<file path="src/rtl/signal_sched_pkg.sv">
// Shared types and constants for the A/B intersection phase scheduler.
//   state_e  : phase encoding, also exported on the phase observability port
//   lamp_t   : per-state lamp pattern {Ago,Ayel,Astop,Bgo,Byel,Bstop}
//   lamp_of  : Moore decode from phase to lamp pattern
package signal_sched_pkg;

    localparam int unsigned PHASE_W = 3;

    typedef enum logic [PHASE_W-1:0] {
        INIT_RED = 3'd0,
        A_GREEN  = 3'd1,
        A_YEL    = 3'd2,
        A_CLR    = 3'd3,
        B_GREEN  = 3'd4,
        B_YEL    = 3'd5,
        B_CLR    = 3'd6
    } state_e;

    typedef struct packed {
        logic a_go;
        logic a_yel;
        logic a_stop;
        logic b_go;
        logic b_yel;
        logic b_stop;
    } lamp_t;

    localparam lamp_t LAMP_ALL_RED = 6'b001_001;
    localparam lamp_t LAMP_A_GREEN = 6'b100_001;
    localparam lamp_t LAMP_A_YEL   = 6'b010_001;
    localparam lamp_t LAMP_B_GREEN = 6'b001_100;
    localparam lamp_t LAMP_B_YEL   = 6'b001_010;

    // Clearance, start-up and any unexpected encoding show red both ways.
    function automatic lamp_t lamp_of(input state_e s);
        lamp_t l;
        case (s)
            A_GREEN: l = LAMP_A_GREEN;
            A_YEL:   l = LAMP_A_YEL;
            B_GREEN: l = LAMP_B_GREEN;
            B_YEL:   l = LAMP_B_YEL;
            default: l = LAMP_ALL_RED;
        endcase
        return l;
    endfunction

endpackage

</file>
<file path="src/rtl/signal_sched_if.sv">
// Request/lamp bundle between the demand sources and the scheduler.
//   master : drives reqA/reqB, observes lamps, acks and phase
//   slave  : the scheduler; samples requests, drives everything else
interface signal_sched_if;
    import signal_sched_pkg::*;

    logic               reqA;
    logic               reqB;
    logic               Ago;
    logic               Ayel;
    logic               Astop;
    logic               Bgo;
    logic               Byel;
    logic               Bstop;
    logic               ackA;
    logic               ackB;
    logic [PHASE_W-1:0] phase;

    modport master (
        output reqA, reqB,
        input  Ago, Ayel, Astop, Bgo, Byel, Bstop, ackA, ackB, phase
    );

    modport slave (
        input  reqA, reqB,
        output Ago, Ayel, Astop, Bgo, Byel, Bstop, ackA, ackB, phase
    );
endinterface

</file>
<file path="src/rtl/signal_sched_phase_timer.sv">
// Elapsed-cycle counter for the current phase.
//   clk, reset : clock, async active-high reset (count -> 0)
//   clr_i      : restart from 0 on this edge (phase change)
//   cnt_o      : cycles spent in the current phase, saturating at all-ones
module signal_sched_phase_timer #(
    parameter int unsigned NBITS = 32
) (
    input  logic             clk,
    input  logic             reset,
    input  logic             clr_i,
    output logic [NBITS-1:0] cnt_o
);

    logic [NBITS-1:0] cnt_q;
    logic [NBITS-1:0] cnt_d;

    // Next count: clear wins, otherwise count up and hold at the top.
    always_comb begin
        cnt_d = cnt_q;
        if (clr_i) begin
            cnt_d = '0;
        end else if (cnt_q != '1) begin
            cnt_d = cnt_q + NBITS'(1);
        end
    end

    always_ff @(posedge clk or posedge reset) begin
        if (reset) begin
            cnt_q <= '0;
        end else begin
            cnt_q <= cnt_d;
        end
    end

    assign cnt_o = cnt_q;

endmodule

</file>
<file path="src/rtl/signal_sched.sv">
// Demand-driven phase scheduler for a two-approach (A/B) intersection.
// Latches per-approach demand and sequences green -> yellow -> all-red ->
// opposing green, honouring min green, demand extension and a max-green cap.
//   clk, reset : clock, async active-high reset
//   bus        : reqA/reqB in; lamps, ackA/ackB pulses and phase out
module signal_sched
    import signal_sched_pkg::*;
#(
    parameter int unsigned NBITS       = 32,
    parameter int unsigned T_MIN_GREEN = 32'h20,
    parameter int unsigned T_MAX_GREEN = 32'h80,
    parameter int unsigned T_YELLOW    = 32'h08,
    parameter int unsigned T_ALLRED    = 32'h04
) (
    input  logic          clk,
    input  logic          reset,
    signal_sched_if.slave bus
);

    // Exit thresholds: a T-cycle phase leaves on the edge where cnt == T-1.
    localparam logic [NBITS-1:0] MIN_LAST    = NBITS'(T_MIN_GREEN - 1);
    localparam logic [NBITS-1:0] MAX_LAST    = NBITS'(T_MAX_GREEN - 1);
    localparam logic [NBITS-1:0] YEL_LAST    = NBITS'(T_YELLOW - 1);
    localparam logic [NBITS-1:0] ALLRED_LAST = NBITS'(T_ALLRED - 1);

    state_e           state_q;
    state_e           state_d;
    logic             pend_a_q;
    logic             pend_a_d;
    logic             pend_b_q;
    logic             pend_b_d;
    lamp_t            lamp_q;
    lamp_t            lamp_d;
    logic             ack_a_q;
    logic             ack_a_d;
    logic             ack_b_q;
    logic             ack_b_d;
    logic             timer_clr;
    logic [NBITS-1:0] cnt;
    logic             a_green_done;
    logic             b_green_done;
    logic             yel_done;
    logic             allred_done;
    logic             enter_a;
    logic             enter_b;

    signal_sched_phase_timer #(
        .NBITS (NBITS)
    ) u_timer (
        .clk   (clk),
        .reset (reset),
        .clr_i (timer_clr),
        .cnt_o (cnt)
    );

    // Green yields only to pending opposing demand, after min green, and
    // keeps extending while its own demand persists until the max cap.
    always_comb begin
        a_green_done = pend_b_q && (cnt >= MIN_LAST) && (!bus.reqA || (cnt >= MAX_LAST));
        b_green_done = pend_a_q && (cnt >= MIN_LAST) && (!bus.reqB || (cnt >= MAX_LAST));
        yel_done     = (cnt == YEL_LAST);
        allred_done  = (cnt == ALLRED_LAST);
    end

    // Next state, pending flags and the next registered output image.
    always_comb begin
        state_d   = state_q;
        pend_a_d  = pend_a_q;
        pend_b_d  = pend_b_q;
        enter_a   = 1'b0;
        enter_b   = 1'b0;
        ack_a_d   = 1'b0;
        ack_b_d   = 1'b0;
        lamp_d    = LAMP_ALL_RED;
        timer_clr = 1'b0;

        case (state_q)
            INIT_RED: if (allred_done)  state_d = A_GREEN;
            A_GREEN:  if (a_green_done) state_d = A_YEL;
            A_YEL:    if (yel_done)     state_d = A_CLR;
            A_CLR:    if (allred_done)  state_d = B_GREEN;
            B_GREEN:  if (b_green_done) state_d = B_YEL;
            B_YEL:    if (yel_done)     state_d = B_CLR;
            B_CLR:    if (allred_done)  state_d = A_GREEN;
            default:                    state_d = INIT_RED;
        endcase

        // Demand is latched only while the approach is not being served.
        if (bus.reqA && (state_q != A_GREEN)) pend_a_d = 1'b1;
        if (bus.reqB && (state_q != B_GREEN)) pend_b_d = 1'b1;

        // Entering green serves the demand; the clear overrides a same-edge set.
        enter_a = (state_d == A_GREEN) && (state_q != A_GREEN);
        enter_b = (state_d == B_GREEN) && (state_q != B_GREEN);
        if (enter_a) pend_a_d = 1'b0;
        if (enter_b) pend_b_d = 1'b0;

        ack_a_d   = enter_a;
        ack_b_d   = enter_b;
        lamp_d    = lamp_of(state_d);
        timer_clr = (state_d != state_q);
    end

    always_ff @(posedge clk or posedge reset) begin
        if (reset) begin
            state_q  <= INIT_RED;
            pend_a_q <= 1'b0;
            pend_b_q <= 1'b0;
            lamp_q   <= LAMP_ALL_RED;
            ack_a_q  <= 1'b0;
            ack_b_q  <= 1'b0;
        end else begin
            state_q  <= state_d;
            pend_a_q <= pend_a_d;
            pend_b_q <= pend_b_d;
            lamp_q   <= lamp_d;
            ack_a_q  <= ack_a_d;
            ack_b_q  <= ack_b_d;
        end
    end

    assign bus.Ago   = lamp_q.a_go;
    assign bus.Ayel  = lamp_q.a_yel;
    assign bus.Astop = lamp_q.a_stop;
    assign bus.Bgo   = lamp_q.b_go;
    assign bus.Byel  = lamp_q.b_yel;
    assign bus.Bstop = lamp_q.b_stop;
    assign bus.ackA  = ack_a_q;
    assign bus.ackB  = ack_b_q;
    assign bus.phase = PHASE_W'(state_q);

endmodule
</file>
<file path="src/flat_wrapper.sv">
// flat-port wrapper written by rule: the top's interface ports become plain ports
module signal_sched_flat import signal_sched_pkg::*;
#(
    parameter int unsigned NBITS       = 32,
    parameter int unsigned T_MIN_GREEN = 32'h20,
    parameter int unsigned T_MAX_GREEN = 32'h80,
    parameter int unsigned T_YELLOW    = 32'h08,
    parameter int unsigned T_ALLRED    = 32'h04
)
  (clk, reset, bus_reqA, bus_reqB, bus_Ago, bus_Ayel, bus_Astop, bus_Bgo, bus_Byel, bus_Bstop, bus_ackA, bus_ackB, bus_phase);
  signal_sched_if bus_i ();
  input  logic clk;
  input  logic reset;
  input wire logic [$bits(bus_i.reqA)-1:0] bus_reqA;
  input wire logic [$bits(bus_i.reqB)-1:0] bus_reqB;
  output wire logic [$bits(bus_i.Ago)-1:0] bus_Ago;
  output wire logic [$bits(bus_i.Ayel)-1:0] bus_Ayel;
  output wire logic [$bits(bus_i.Astop)-1:0] bus_Astop;
  output wire logic [$bits(bus_i.Bgo)-1:0] bus_Bgo;
  output wire logic [$bits(bus_i.Byel)-1:0] bus_Byel;
  output wire logic [$bits(bus_i.Bstop)-1:0] bus_Bstop;
  output wire logic [$bits(bus_i.ackA)-1:0] bus_ackA;
  output wire logic [$bits(bus_i.ackB)-1:0] bus_ackB;
  output wire logic [$bits(bus_i.phase)-1:0] bus_phase;
  assign bus_i.reqA = bus_reqA;
  assign bus_i.reqB = bus_reqB;
  assign bus_Ago = bus_i.Ago;
  assign bus_Ayel = bus_i.Ayel;
  assign bus_Astop = bus_i.Astop;
  assign bus_Bgo = bus_i.Bgo;
  assign bus_Byel = bus_i.Byel;
  assign bus_Bstop = bus_i.Bstop;
  assign bus_ackA = bus_i.ackA;
  assign bus_ackB = bus_i.ackB;
  assign bus_phase = bus_i.phase;
  signal_sched #(.NBITS(NBITS), .T_MIN_GREEN(T_MIN_GREEN), .T_MAX_GREEN(T_MAX_GREEN), .T_YELLOW(T_YELLOW), .T_ALLRED(T_ALLRED)) u_core (.clk(clk), .reset(reset), .bus(bus_i));
endmodule
</file>
<file path="config.mk">
export PLATFORM = sky130hd
export DESIGN_NAME = signal_sched_flat
export DESIGN_NICKNAME = d
export VERILOG_FILES = /design/src/rtl/signal_sched_pkg.sv /design/src/rtl/signal_sched_if.sv /design/src/rtl/signal_sched_phase_timer.sv /design/src/rtl/signal_sched.sv /design/src/flat_wrapper.sv
export SDC_FILE = /design/constraint.sdc
export NUM_CORES = 1
export LEC_CHECK = 0
export ABC_AREA = 1
export BUFFER_PORTS_ARGS = -buffer_cell sky130_fd_sc_hd__buf_4
export CAP_MARGIN = 15
export CORE_MARGIN = 2
export CORE_UTILIZATION = 50
export CTS_CLUSTER_DIAMETER = 40
export CTS_CLUSTER_SIZE = 25
export DETAILED_ROUTE_END_ITERATION = 6
export PLACE_DENSITY_LB_ADDON = 0.08
export SYNTH_ARGS = -nofsm -noshare
export SYNTH_HDL_FRONTEND = slang
export SYNTH_HIERARCHICAL = 1
export SYNTH_SLANG_ARGS = --single-unit
export TNS_END_PERCENT = 30
</file>
<file path="constraint.sdc">
create_clock -name clk -period 4.39 [get_ports clk]
set_clock_uncertainty 0.15 [all_clocks]
set_input_delay 0.439 -clock clk [delete_from_list [all_inputs] [get_ports clk]]
set_output_delay 0.439 -clock clk [all_outputs]
set_load 0.01 [all_outputs]
</file>
==> results.py <==
metrics = {
    "status": {
        "status": "finished, final reports clean",
    },
    "logic_synthesis": {
        "netlist_instances": 467,
        "synth_cell_type_count": 30,
        "syn-num-nets": 472,
        "synth_area_um2": 3060,
        "synth_seq_area_share_pct": 36.9,
        "synth_warnings": 6,
        "synth_seq_cells": 45,
        "syn_area_per_cell_um2": 6.55,
    },
    "floorplanning": {
        "die_h_um": 82.2,
        "rows": 28,
        "boundaryPins": 15,
        "die_w_um": 82.2,
        "fp.dieArea_um2": 6760,
        "initial_utilization_pct": 51.6,
        "core_area_um2": 5920,
    },
    "power_and_ir_drop": {
        "p_leak_nw": 1.74,
        "ir_drop_uv": 299,
        "power_density_nw_per_um2": 345,
    },
    "timing": {
        "setup_viol": 0,
        "worstMarginPinSlew_ps": 537,
        "hold_viol": 0,
        "slew_headroom_pct": 64.1,
        "fin_crit_sh_pct": 66.9,
        "rsz0062_at_grt": "no",
        "min_period_ps": 2940,
        "setup_tns_ps": 0,
        "clock.fmax_ghz": 0.341,
        "slew_violations": 0,
    },
    "global_routing": {
        "grt_pass1_wl_um": 12200,
        "grt_use_total_pct": 23.9,
        "grt-ovfl-total": 0,
        "grt_antenna_before_repair": 0,
        "grt_max_degree": 35,
        "first_global_vias": 2499,
    },
    "worst_setup_path": {
        "end_kind": "flop",
        "arrival_ps": 2980,
        "r2r_slack_ps": 1450,
        "cp_max_fo": 34,
        "reg2reg_from": "u_core/u_timer/cnt_o[0]",
        "ff2ff_path_depth": 15,
        "r2r-end": "u_core/u_timer/cnt_o[1]",
        "critPathKind": "flop to flop",
        "cp.required_ps": 4430,
        "cp-start-kind": "flop",
    },
    "clocking": {
        "cts_made_buffers": 5,
        "cts_root_buffer": "clkbuf_8",
        "cts_tree": "yes",
        "insertion_delay_ps": 300,
        "cts.clk_slew.worst_paths_ps": 90,
        "cts_max_level": 2,
        "cts_max_path_buffers": 2,
        "postCtsSetupBuffers": 0,
        "clock_sinks": 45,
        "cts-hold-fix-buffers": 0,
        "ctsResizeCount": 0,
    },
    "place": {
        "post-dp-hpwl_um": 5590,
        "place.gp.congestion": 0.884,
        "place_area_um2": 3220,
        "io_buffer_count": 14,
        "dp_cells": 551,
    },
    "route": {
        "dr.pass1.iters": 5,
        "final_antenna_net_count": 0,
        "routed_via_density": 5.12,
        "wl_per_cell_um": 13.0,
        "wl_um": 7250,
        "post-route-drc-count": 0,
        "dr_total_vias": 2861,
        "dr.first_iter.drc_count": 199,
    },
    "cells_and_area": {
        "final_cell_mix": "nand2_1, nor2_1, nand3_1, inv_1, dfrtp_1",
        "final_common_cell": "nand2_1",
        "fin_nets": 488,
        "drive_gt1_share_pct": 16.7,
        "antenna_cells": 0,
        "final_cell_area_um2": 3310,
        "instances_no_fill": 559,
        "syn_to_final_growth_pct": 8.10,
    },
    "run": {
        "max_cap_viol_count": 0,
    },
    "worst_hold_path": {
        "hp-class": "input port to async pin",
    },
}
-- how the worst max path moves through the flow --
stage / cells past startpoint / to / slack, ps / start
final: 15 / u_core/u_timer/cnt_o[1] / 1450 / u_core/u_timer/cnt_o[0]
after global routing: 15 / u_core/u_timer/cnt_o[1] / 1090 / u_core/u_timer/cnt_o[0]
after global placement: 15 / u_core/u_timer/cnt_o[1] / 1520 / u_core/u_timer/cnt_o[0]
after CTS: 15 / u_core/u_timer/cnt_o[1] / 1420 / u_core/u_timer/cnt_o[0]
after detailed placement: 15 / u_core/u_timer/cnt_o[1] / 1440 / u_core/u_timer/cnt_o[0]
after floorplan: 14 / u_core/u_timer/cnt_o[10] / 2050 / u_core/u_timer/cnt_o[0]
-- metal layers --
metal | global-route usage, % | wire length, µm | up-vias
met4 | 5.50 | 76 | 0
li1 | - | - | 1469
met1 | 37.2 | 3700 | 1315
met2 | 34.3 | 3110 | 67
met3 | 3.91 | 365 | 10
met5 | 0 | 0 | -
-- stage by stage --
stage	worst slack, ps	hold WS [ps]	util, %	power (mW)
final	1450	31.2	55.8	1.14
after global routing	1090	49.1	55.8	1.23
after CTS	1420	33.7	55.8	1.15
after detailed placement	1440	357	54.4	0.896
after global placement	1520	348	54.4	0.896
after floorplan	2050	165	-	0.779
-- cell families (layout without fill, tap and decap cells) --
logic type / count (synthesis) / in the layout / share of synthesized area [%]
adder cells (fa/ha/maj): 1 / 1 / 0.409
AND/OR/NAND/NOR: 350 / 350 / 52.2
XOR/XNOR: 1 / 1 / 0.286
flip-flops: 45 / 45 / 36.9
AO/OA/AOI/OAI: 9 / 9 / 1.76
buffers and inverters: 61 / 78 / 8.43
-- cell usage after synthesis --
master,count,area [µm²]
nand2_1,161,604
nor2_1,80,300
nand3_1,54,270
inv_1,45,169
dfrtp_1,43,1080
nand2_2,13,81.3
or2_2,12,75.1
nor2_2,8,50.1
inv_2,6,22.5
nand4_1,4,25.0
nor2_4,4,45.0
nor3_1,4,20.0
o21ai_0,4,20.0
buf_6,3,33.8
clkbuf_1,3,11.3
nand2_4,3,33.8
nand3_2,3,30.0
a21oi_1,2,10.0
clkinv_2,2,10.0
dfstp_2,2,52.6
nand3_4,2,35.0
a21o_1,1,7.51
buf_4,1,7.51
clkinv_1,1,3.75
ha_1,1,12.5
nor2_8,1,20.0
o21ai_2,1,8.76
o31ai_1,1,7.51
or2_1,1,6.26
xor2_1,1,8.76
-- state kept, by name, indices dropped and copies added, names as in the netlist --
register and flops:
u_core/bus.Byel 1, u_core/u_timer/cnt_o 32, u_core/bus.Astop 1, u_core/bus.Ayel 1, u_core/bus.phase 3, u_core/pend_b_q 1
u_core/pend_a_q 1, u_core/bus.Ago 1, u_core/bus.Bstop 1, u_core/bus.Bgo 1, u_core/bus.ackB 1, u_core/bus.ackA 1
-- final cells by class --
cell class,instances,area [µm²]
Inverter,54,205
Clock buffer,5,68.8
Multi-Input combinational cell,361,1670
Fill cell,621,2620
Timing Repair Buffer,16,120
Sequential cell,45,1130
Clock inverter,3,17.5
Tap cell,75,93.8
-- power by group --
part           internal [mW]  switching (mW)  total, mW
combinational          0.118           0.271      0.389
clock                  0.110           0.150      0.260
sequential             0.453          0.0398      0.493
-- critical path: stages, from the launching register on --
cell and delay, ps:
dfrtp_1 500, nand2_1 150, nor2_1 220, nand2_1 80, nand3_1 100, nor2_1 60
nor2_1 120, nand2_1 80, nand2_2 110, nand3_4 110, xor2_1 170, clkinv_1 50
buf_4 330, nand3_4 370, nand3_1 170, nand2_1 60
(Power assumes the default switching activity.)
